===== src/rtl/rsa_pkg.sv =====
// rtl/rsa_pkg.sv - shared types and constants for RSA engine access
package rsa_pkg;

  typedef enum logic [2:0] {
    IDLE  = 3'd0,
    GRANT = 3'd1,
    START = 3'd2,
    BUSY  = 3'd3,
    DONE  = 3'd4,
    ABORT = 3'd5
  } arb_state_t;

  localparam int REQ_GPIO = 0;
  localparam int REQ_SPI  = 1;

  localparam int RSA_TIMEOUT_CYCLES = 40000;

endpackage


===== src/rtl/rsa_req_arbiter_rr_pick.sv =====
// rtl/rsa_req_arbiter_rr_pick.sv - combinational round-robin selector (rr_pick)
module rr_pick #(
  parameter int NUM_REQ = 2
) (
  input  logic [NUM_REQ-1:0]         req,
  input  logic [$clog2(NUM_REQ)-1:0] rr_ptr,
  output logic                       valid,
  output logic [$clog2(NUM_REQ)-1:0] idx
);

  localparam int IDX_W = $clog2(NUM_REQ);

  assign valid = |req;

  // Walk from the farthest candidate back to rr_ptr+1 so the nearest set bit wins.
  always_comb begin
    idx = '0;
    for (int i = NUM_REQ; i >= 1; i--) begin
      if (req[IDX_W'((int'(rr_ptr) + i) % NUM_REQ)]) begin
        idx = IDX_W'((int'(rr_ptr) + i) % NUM_REQ);
      end
    end
  end

endmodule


===== src/rtl/rsa_req_arbiter.sv =====
// rtl/rsa_req_arbiter.sv - round-robin owner arbitration for the shared RSA engine
// Watchdog abort is built only when RSA_ARB_TIMEOUT_EN is defined.
module rsa_req_arbiter
  import rsa_pkg::*;
#(
  parameter int NUM_REQ        = 2,
  parameter int TIMEOUT_W      = 16,
  parameter int TIMEOUT_CYCLES = RSA_TIMEOUT_CYCLES
) (
  input  logic               clk,
  input  logic               rst,
  input  logic               ena,
  input  logic [NUM_REQ-1:0] req,
  input  logic [NUM_REQ-1:0] abort,
  output logic [NUM_REQ-1:0] gnt,
  output logic [NUM_REQ-1:0] done,
  output logic [NUM_REQ-1:0] aborted,
  output logic               busy,
  output logic               rsa_start,
  output logic               rsa_stop,
  input  logic               rsa_eoc,
  output logic               timeout
);

  localparam int IDX_W = $clog2(NUM_REQ);

  if (NUM_REQ < 2 || NUM_REQ > 8 || TIMEOUT_CYCLES < 1 ||
      ((TIMEOUT_CYCLES - 1) >> TIMEOUT_W) != 0) begin : g_bad_cfg
    $error("rsa_req_arbiter: unsupported NUM_REQ/TIMEOUT configuration");
  end

  arb_state_t         state;
  logic [IDX_W-1:0]   owner;
  logic [IDX_W-1:0]   rr_ptr;
  logic [IDX_W-1:0]   pick_idx;
  logic               pick_valid;
  logic [NUM_REQ-1:0] gnt_q;
  logic [NUM_REQ-1:0] done_q;
  logic [NUM_REQ-1:0] aborted_q;
  logic               busy_q;
  logic               start_q;
  logic               stop_q;
  logic               timeout_q;
  logic               wd_expire;

  rr_pick #(
    .NUM_REQ(NUM_REQ)
  ) u_rr_pick (
    .req    (req),
    .rr_ptr (rr_ptr),
    .valid  (pick_valid),
    .idx    (pick_idx)
  );

`ifdef RSA_ARB_TIMEOUT_EN
  localparam logic [TIMEOUT_W-1:0] WD_LAST = TIMEOUT_W'(TIMEOUT_CYCLES - 1);

  logic [TIMEOUT_W-1:0] wd_cnt;

  assign wd_expire = (wd_cnt == WD_LAST);

  // Saturating count of BUSY cycles since the start pulse.
  always_ff @(posedge clk) begin
    if (rst) begin
      wd_cnt <= '0;
    end else if (ena) begin
      if (state == START) begin
        wd_cnt <= '0;
      end else if (state == BUSY && wd_cnt != '1) begin
        wd_cnt <= wd_cnt + 1'b1;
      end
    end
  end
`else
  assign wd_expire = 1'b0;
`endif

  always_ff @(posedge clk) begin
    if (rst) begin
      state     <= IDLE;
      rr_ptr    <= IDX_W'(NUM_REQ - 1);
      owner     <= '0;
      gnt_q     <= '0;
      done_q    <= '0;
      aborted_q <= '0;
      busy_q    <= 1'b0;
      start_q   <= 1'b0;
      stop_q    <= 1'b0;
      timeout_q <= 1'b0;
    end else if (ena) begin
      start_q   <= 1'b0;
      stop_q    <= 1'b0;
      done_q    <= '0;
      aborted_q <= '0;
      case (state)
        IDLE: begin
          if (pick_valid) begin
            owner     <= pick_idx;
            gnt_q     <= NUM_REQ'(1) << pick_idx;
            busy_q    <= 1'b1;
            timeout_q <= 1'b0;
            state     <= GRANT;
          end
        end
        GRANT: begin
          start_q <= 1'b1;
          state   <= START;
        end
        START: begin
          state <= BUSY;
        end
        BUSY: begin
          // Completion outranks a simultaneous abort or watchdog expiry.
          if (rsa_eoc) begin
            done_q <= gnt_q;
            state  <= DONE;
          end else if (abort[owner] || wd_expire) begin
            aborted_q <= gnt_q;
            stop_q    <= 1'b1;
            timeout_q <= !abort[owner];
            state     <= ABORT;
          end
        end
        DONE, ABORT: begin
          rr_ptr <= owner;
          gnt_q  <= '0;
          busy_q <= 1'b0;
          state  <= IDLE;
        end
        default: begin
          gnt_q  <= '0;
          busy_q <= 1'b0;
          state  <= IDLE;
        end
      endcase
    end
  end

  // Pulses are held in their registers across a stall and only shown while ena=1.
  assign gnt       = gnt_q;
  assign busy      = busy_q;
  assign timeout   = timeout_q;
  assign rsa_start = start_q & ena;
  assign rsa_stop  = stop_q & ena;
  assign done      = done_q & {NUM_REQ{ena}};
  assign aborted   = aborted_q & {NUM_REQ{ena}};

endmodule


===== config.mk =====
export PLATFORM = sky130hd
export DESIGN_NAME = rsa_req_arbiter
export DESIGN_NICKNAME = d
export VERILOG_FILES = /design/src/rtl/rsa_pkg.sv /design/src/rtl/rsa_req_arbiter_rr_pick.sv /design/src/rtl/rsa_req_arbiter.sv
export SDC_FILE = /design/constraint.sdc
export NUM_CORES = 1
export LEC_CHECK = 0
export BUFFER_PORTS_ARGS = -buffer_cell sky130_fd_sc_hd__buf_2
export CAP_MARGIN = 20
export CORE_UTILIZATION = 55
export CTS_CLUSTER_DIAMETER = 120
export DETAILED_ROUTE_END_ITERATION = 12
export GPL_TIMING_DRIVEN = 0
export PLACE_DENSITY = 0.82
export SYNTH_ARGS = -nofsm -noshare
export SYNTH_HDL_FRONTEND = slang
export SYNTH_SLANG_ARGS = --single-unit

===== constraint.sdc =====
create_clock -name clk -period 3.8 [get_ports clk]
set_clock_uncertainty 0.15 [all_clocks]
set_input_delay 0.38 -clock clk [delete_from_list [all_inputs] [get_ports clk]]
set_output_delay 0.38 -clock clk [all_outputs]
set_load 0.01 [all_outputs]

Yosys cells after proc, flatten, opt, wreduce, memory -nomap -nowiden
Index checks and enable logic that the tools add are counted.
{ "totals": {"reg_bits": 15, "in_bits": 8} }
{ "op_classes": {"n_addsub": 2, "n_reduce_logical": 11, "mux": 29, "bitwise": 5, "n_lt_le_gt_ge": 3, "n_eq_ne": 9, "shift": 1} }
{ "op_table": {"columns": ["cell", "count"], "rows": [
  ["two-way mux 1 bit", 16],
  ["two-way mux 2 bit", 6],
  ["one-hot mux 3 bit (4 select lines)", 1],
  ["two-way mux 3 bit", 3],
  ["AND reduction 3 bit", 3],
  ["== test 3 x 2 -> 1 bit, second input constant", 2],
  ["== test 3 bit, second input constant", 2],
  ["< comparator 1 x 3 -> 1 bit, second input constant", 2],
  ["inequality test 2 bit, second input constant", 3],
  ["AND reduction 5 bit", 1],
  ["AND 2 bit", 2],
  ["one-hot mux 1 bit (2 select lines)", 2],
  ["one-hot mux 2 bit (2 select lines)", 1],
  ["OR reduction 2 bit", 2],
  ["== test 3 x 1 -> 1 bit, second input constant", 1],
  ["logical NOT 3 bit", 1],
  ["inequality test 3 bit, second input constant", 1],
  ["OR reduction 3 bit", 1],
  ["adder 1 bit, second input constant", 2],
  ["AND 1 bit", 2],
  ["< comparator 1 x 2 -> 1 bit, second input constant", 1],
  ["AND reduction 2 bit", 1],
  ["nonzero test 2 bit", 1],
  ["left shift 1 x 1 -> 2 bit, first input constant", 1],
  ["2 further kinds", 2]
]} }

Longest topological paths before layout
Gate-level depths: netlist (run 1).
{ "logic_depth": {"word_depth": 9, "depth_mapped": 4, "depth_no_buf": 3} }

Hierarchy
A second synthesis (run 1) with hierarchy kept.
{ "unflattened": {"cells_unflattened": 87, "area_unflattened_um2": 790.8} }
{ "modules_own_cells": {"columns": ["module", "cells_per_inst", "instances", "area_each_um2", "seq_area_each_um2"], "rows": [
  ["rsa_req_arbiter", 85, 1, 778.2, 300.3],
  ["rr_pick", 2, 1, 12.5, 0.0]
]} }

Worst setup path after synthesis (run 1)
OpenSTA, ideal clock, no wires.
{ "synth_path": {"path_type": "input port to output port", "start": "in ena", "end": "out aborted[0]", "arrival_time_ns": 0.956, "path_slack_ns": 2.314, "t_required_ns": 3.270, "path_stages": 3, "cell_sequence": "buf_2 > clkbuf_1 > and2_1"} }
{ "synth_between": {"elab_chain_len": 1} }
{ "synth_rtl": {"columns": ["item", "line_no", "source"], "rows": [
  ["from (decl)", "rsa_req_arbiter.sv:12", "input logic ena,"],
  ["AND 2 bit", "rsa_req_arbiter.sv:146", "assign aborted = aborted_q & {NUM_REQ{ena}};"],
  ["to (decl)", "rsa_req_arbiter.sv:17", "output logic [NUM_REQ-1:0] aborted,"]
]} }
Every way passes these cells.

Final worst setup path (run 1)
{ "layout_path": {"start": "in ena", "end": "out done[0]"} }
{ "layout_between": {"elab_chain_len": 1} }
{ "layout_rtl": {"columns": ["item", "line_no", "source"], "rows": [
  ["AND 2 bit", "rsa_req_arbiter.sv:145", "assign done = done_q & {NUM_REQ{ena}};"],
  ["to (decl)", "rsa_req_arbiter.sv:16", "output logic [NUM_REQ-1:0] done,"]
]} }
Every way passes these cells.

==> impl_metrics.env, run 1 <==
export IMPL_p_per_area_nw_per_um2=350
export IMPL_synth_common_cells="15 x dfxtp_1, 12 x nand2_1, 7 x a21oi_1, 7 x and2_1, 7 x nand3_1"
export IMPL_core_area_um2=1320
export IMPL_crit_path_max_incr_delay_ns=0.31
export IMPL_gp_congestion=0.869
export IMPL_cpLargestDelayFamily="buffers and inverters"
export IMPL_cts_path_max_buffers=2
export IMPL_htreeDepth=1
export IMPL_remaining_drc_errors=0
export IMPL_period_needed_ns=1.80
export IMPL_setup_tns_ns=0
export IMPL_power_leakage_nw=0.370
export IMPL_post_cts_buffers=0
export IMPL_met3_usage_pct=3.98
export IMPL_start_kind="primary input"
export IMPL_yosys_top_cells_area="dfxtp_1 38%, nand2_1 5.7%, and2_1 5.5%, a21oi_1 4.4%, nand3_1 4.4%"
export IMPL_clock_root_buffer="clkbuf_4"
export IMPL_ff2ff_path_depth=4
export IMPL_grt_start_max_net_pins=11
export IMPL_ir_drop_v=0.000216
export IMPL_antenna_found_initial=0
export IMPL_status="finished clean"
export IMPL_layout_drive_gt1_share_pct=25.4
export IMPL_fill_cells=123
export IMPL_worstHoldPathCells=2
export IMPL_yosysMostFrequentCell="dfxtp_1"
export IMPL_synth_edf_count=0
export IMPL_place_area_um2=895
export IMPL_slew_headroom_pct=67.2
export IMPL_grt_pass1_vias=614
export IMPL_synth_cells=93
export IMPL_yosysWarnings=0
export IMPL_top_usage_layer="met2"
export IMPL_drtIter0Drc=23
export IMPL_critPathCaptureType="output pin"
export IMPL_hold_ws_ns=0.213
export IMPL_synth_top_cell_by_area="dfxtp_1"
export IMPL_synth_distinct_cells=36
export IMPL_vias=787
export IMPL_crit_slowest_cell="clkbuf_1"
export IMPL_clkLatencyLatePin_ns=0.29
export IMPL_grtUsageMet2_pct=39.1
export IMPL_fmax_mhz=554
export IMPL_critical_path_cell_chain="buf_2 > buf_2 > clkbuf_1 > and2_1 > buf_2"
export IMPL_final_area_um2=921
export IMPL_ys_flop_type="dfxtp_1"
export IMPL_grt_overflow=0
export IMPL_syn_num_nets=101
export IMPL_placed_cells=125
export IMPL_syn2layout_area_growth_pct=16.5
export IMPL_initial_core_util_pct=60.0
export IMPL_final_nets=123
export IMPL_fin_util_pct=69.9
export IMPL_wirelength_um=1800
export IMPL_hold_violations=0
export IMPL_maxSlewViolCount=0
export IMPL_hold_class="primary input to flip-flop"
export IMPL_avgSynthCellArea_um2=8.50
export IMPL_fin_crit_sh_pct=47.5
export IMPL_holdBufCountCts=0
export IMPL_ant_nets=0
export IMPL_p_total_uw=322
export IMPL_cp_required_ns=3.27
export IMPL_async_flop_share_pct=0
export IMPL_cts_buffers=3
export IMPL_die_h_um=39.9
export IMPL_viasPerCell=6.10
export IMPL_cp_depth=5
export IMPL_cts_tree="built"
export IMPL_clock_sinks=15
export IMPL_cts_resized=0
export IMPL_synth_top_area_share_pct=38.0
export IMPL_arrival_ns=1.27
export IMPL_pin_count=18
export IMPL_layoutNonFillerInstCount=129
export IMPL_track_usage_pct=25.6
export IMPL_firstDrtPassIters=4
export IMPL_portBuffers=17
export IMPL_rows=13
export IMPL_cap_violations=0
export IMPL_setup_viol=0
export IMPL_cts_clk_slew_worst_paths_ns=0.09
export IMPL_grt_pass1_wl_um=2720
export IMPL_place_ws_ns=2.00
export IMPL_wire_per_inst_um=13.9
export IMPL_dp_hpwl_um=1360
export IMPL_crit_path_max_fanout=10
export IMPL_die_w_um=39.9
export IMPL_setup_ws_ns=2.00
export IMPL_synth_area_um2=791
export IMPL_diodes=0
export IMPL_cp_common_cell="buf_2"
export IMPL_path_buf_inv=4
export IMPL_path_class="primary input to output pin"
export IMPL_use_met1_pct=35.5
export IMPL_die_area_um2=1590
export IMPL_ys_ff_latch=15
export IMPL_tightest_slew_ns=0.492
export IMPL_seq_area_frac_synth_pct=38.0
export IMPL_rsz0062_at_grt="no"
per-layer routing:
metal | part of all wire (%) | vias up
met2 | 47 | 32
met4 | 1.4 | 0
met1 | 46 | 367
met5 | 0 | -
met3 | 5.1 | 4
li1 | - | 384
cell usage in the layout (no fill, tap or decap), types with 3 or more instances in the layout:
cell type	count
a21oi_1	7
and2_1	7
buf_2	18
clkbuf_1	5
clkbuf_4	3
dfxtp_1	15
inv_1	4
nand2_1	12
nand3_1	7
nor2_1	4
flip-flops by register name, indices dropped and copies added (netlist names):
signal     count
aborted_q      2
busy           1
done_q         2
gnt            2
owner          1
rr_ptr         1
start_q        1
state          3
stop_q         1
timeout        1
area by class of cell:
| type | instances | area (um^2) | area share, % |
|---|---|---|---|
| plain buffers | 7 | 38.8 | 4.21 |
| multi-input cells | 67 | 437 | 47.4 |
| well taps | 15 | 18.8 | 2.04 |
| clock buffers | 4 | 26.3 | 2.85 |
| flip-flops and latches | 15 | 300 | 32.6 |
| inverters | 4 | 15.0 | 1.63 |
| repair buffers | 17 | 85.1 | 9.24 |
final timing paths:
check	start	to	slack, ns
max	ena	done[0]	2.00
min reg2reg	timeout$_SDFFE_PP0P_	timeout$_SDFFE_PP0P_	0.30
max reg2reg	state[0]$_SDFFE_PP0P_	gnt[0]$_SDFFE_PP0P_	2.27
min	rst	aborted_q[1]$_SDFFE_PP0P_	0.21
power by group:
part	leakage, nW	switching (mW)	internal (mW)
sequential	0.122	0.00565	0.163
clock	0.0150	0.0518	0.0408
combinational	0.234	0.0357	0.0247
total	0.370	0.0932	0.229
cells by family (layout without fill, tap and decap cells):
logic type             Yosys count  count (layout)  synth area share [%]
AO/OA/AOI/OAI                   23              23                  21.0
buffers and inverters           11              32                  6.80
flip-flops                      15              15                  38.0
multiplexers                     3               3                  3.96
AND/OR/NAND/NOR                 41              41                  30.2
Power figures use the tool's default switching activity.
==> run 2: changes to the inputs <==
- CORE_UTILIZATION: 55 -> 51
- PLACE_DENSITY: 0.82 -> 0.77
- clock period: 3.8 -> 1.8 ns (I/O delays scaled with it)
==> impl_metrics.env, run 2 (synthesized netlist as in run 1, its figures left out) <==
export IMPL_crit_slowest_cell="o311a_1"
export IMPL_setup_tns_ns=0
export IMPL_seq_area_um2=300
export IMPL_diodes=0
export IMPL_maxSlewViolCount=0
export IMPL_arrival_ns=1.57
export IMPL_antenna_found_initial=0
export IMPL_die_h_um=41.4
export IMPL_die_w_um=41.4
export IMPL_setup_viol=0
export IMPL_initial_core_util_pct=57.9
export IMPL_holdBufCountCts=0
export IMPL_slew_headroom_pct=67.6
export IMPL_p_per_area_nw_per_um2=731
export IMPL_path_buf_inv=1
export IMPL_status="finished clean"
export IMPL_start_kind="flip-flop"
export IMPL_firstDrtPassIters=5
export IMPL_drtIter0Drc=23
export IMPL_viasPerCell=6.06
export IMPL_dp_hpwl_um=1340
export IMPL_cts_clk_slew_worst_paths_ns=0.09
export IMPL_largest_reg_flops=3
export IMPL_rsz0062_at_grt="no"
export IMPL_hold_ws_ns=0.0255
export IMPL_tightest_slew_ns=0.486
export IMPL_ir_drop_v=0.000399
export IMPL_hold_class="primary input to flip-flop"
export IMPL_crit_path_max_fanout=9
export IMPL_fin_crit_sh_pct=86.5
export IMPL_cp_required_ns=1.82
export IMPL_grt_pass1_vias=626
export IMPL_ant_nets=0
export IMPL_rows=13
export IMPL_layout_drive_gt1_share_pct=25.4
export IMPL_remaining_drc_errors=0
export IMPL_syn2layout_area_growth_pct=16.5
export IMPL_path_class="flip-flop to flip-flop"
export IMPL_grt_start_max_net_pins=11
export IMPL_critPathCaptureType="flip-flop"
export IMPL_gp_congestion=0.843
export IMPL_final_common_cell="buf_2"
export IMPL_clock_root_buffer="clkbuf_4"
export IMPL_die_area_um2=1710
export IMPL_pin_count=18
export IMPL_cap_violations=0
export IMPL_track_usage_pct=24.7
export IMPL_fill_cells=122
export IMPL_fin_util_pct=67.4
export IMPL_cts_path_max_buffers=2
export IMPL_multi_input_area_um2=437
export IMPL_cpLargestDelayFamily="simple AND/OR/NAND/NOR gates"
export IMPL_critical_path_cell_chain="clkbuf_1 > nor2b_1 > nand2_1 > o311a_1"
export IMPL_portBuffers=17
export IMPL_final_nets=123
export IMPL_wirelength_um=1780
export IMPL_post_cts_buffers=0
export IMPL_crit_path_max_incr_delay_ns=0.35
export IMPL_period_needed_ns=1.56
export IMPL_clkLatencyLatePin_ns=0.28
export IMPL_wire_per_inst_um=13.8
export IMPL_top_register="state"
export IMPL_grt_pass1_wl_um=2700
export IMPL_core_area_um2=1370
export IMPL_cts_buffers=3
export IMPL_hold_violations=0
export IMPL_vias=782
export IMPL_clock_sinks=15
export IMPL_htreeDepth=1
export IMPL_cts_tree="built"
export IMPL_layout_common_cells="18 x buf_2, 15 x dfxtp_1, 12 x nand2_1"
export IMPL_grt_overflow=0
export IMPL_power_leakage_nw=0.370
export IMPL_cts_resized=0
export IMPL_fmax_mhz=643
-- run 2: cell type report --
class | instances | area share [%]
Inverter | 4 | 1.63
Tap cell | 15 | 2.04
Multi-Input combinational cell | 67 | 47.4
Sequential cell | 15 | 32.6
Clock buffer | 4 | 2.85
Buffer | 7 | 4.21
Timing Repair Buffer | 17 | 9.24
-- run 2: worst paths after layout --
check                                             from                   endpoint  slack [ns]  depth (start not counted)
worst max register to register   state[2]$_SDFFE_PP0P_       timeout$_SDFFE_PP0P_        0.24                          4
worst min-delay path                               rst  aborted_q[1]$_SDFFE_PP0P_        0.03                          2
worst max-delay path             state[2]$_SDFFE_PP0P_       timeout$_SDFFE_PP0P_        0.24                          4
worst min register to register  done_q[1]$_SDFFE_PP0P_     done_q[1]$_SDFFE_PP0P_        0.30                          2
-- run 2: power by group --
part           leakage (nW)  internal [mW]  switching [mW]
Combinational         0.234         0.0522          0.0738
Clock                0.0150         0.0859           0.104
Sequential            0.122          0.345          0.0119
-- run 2: routing by layer --
layer	vias to the layer above	share of wire, %	track usage [%]
met5	-	0	0
met1	360	44	30.6
li1	385	-	-
met3	4	6.6	6.38
met2	33	48	39.5
met4	0	0.96	12.1
-- run 2: through the flow --
step                      instance area (um^2)  total power, mW  std cells  setup WS (ns)
after detailed placement                   895            0.490        125          0.274
after floorplan                            791            0.451         93          0.372
after global routing                       921            0.708        129          0.181
final                                      921            0.673        129          0.244
after CTS                                  921            0.677        129          0.229
after global placement                     895            0.486        125          0.280
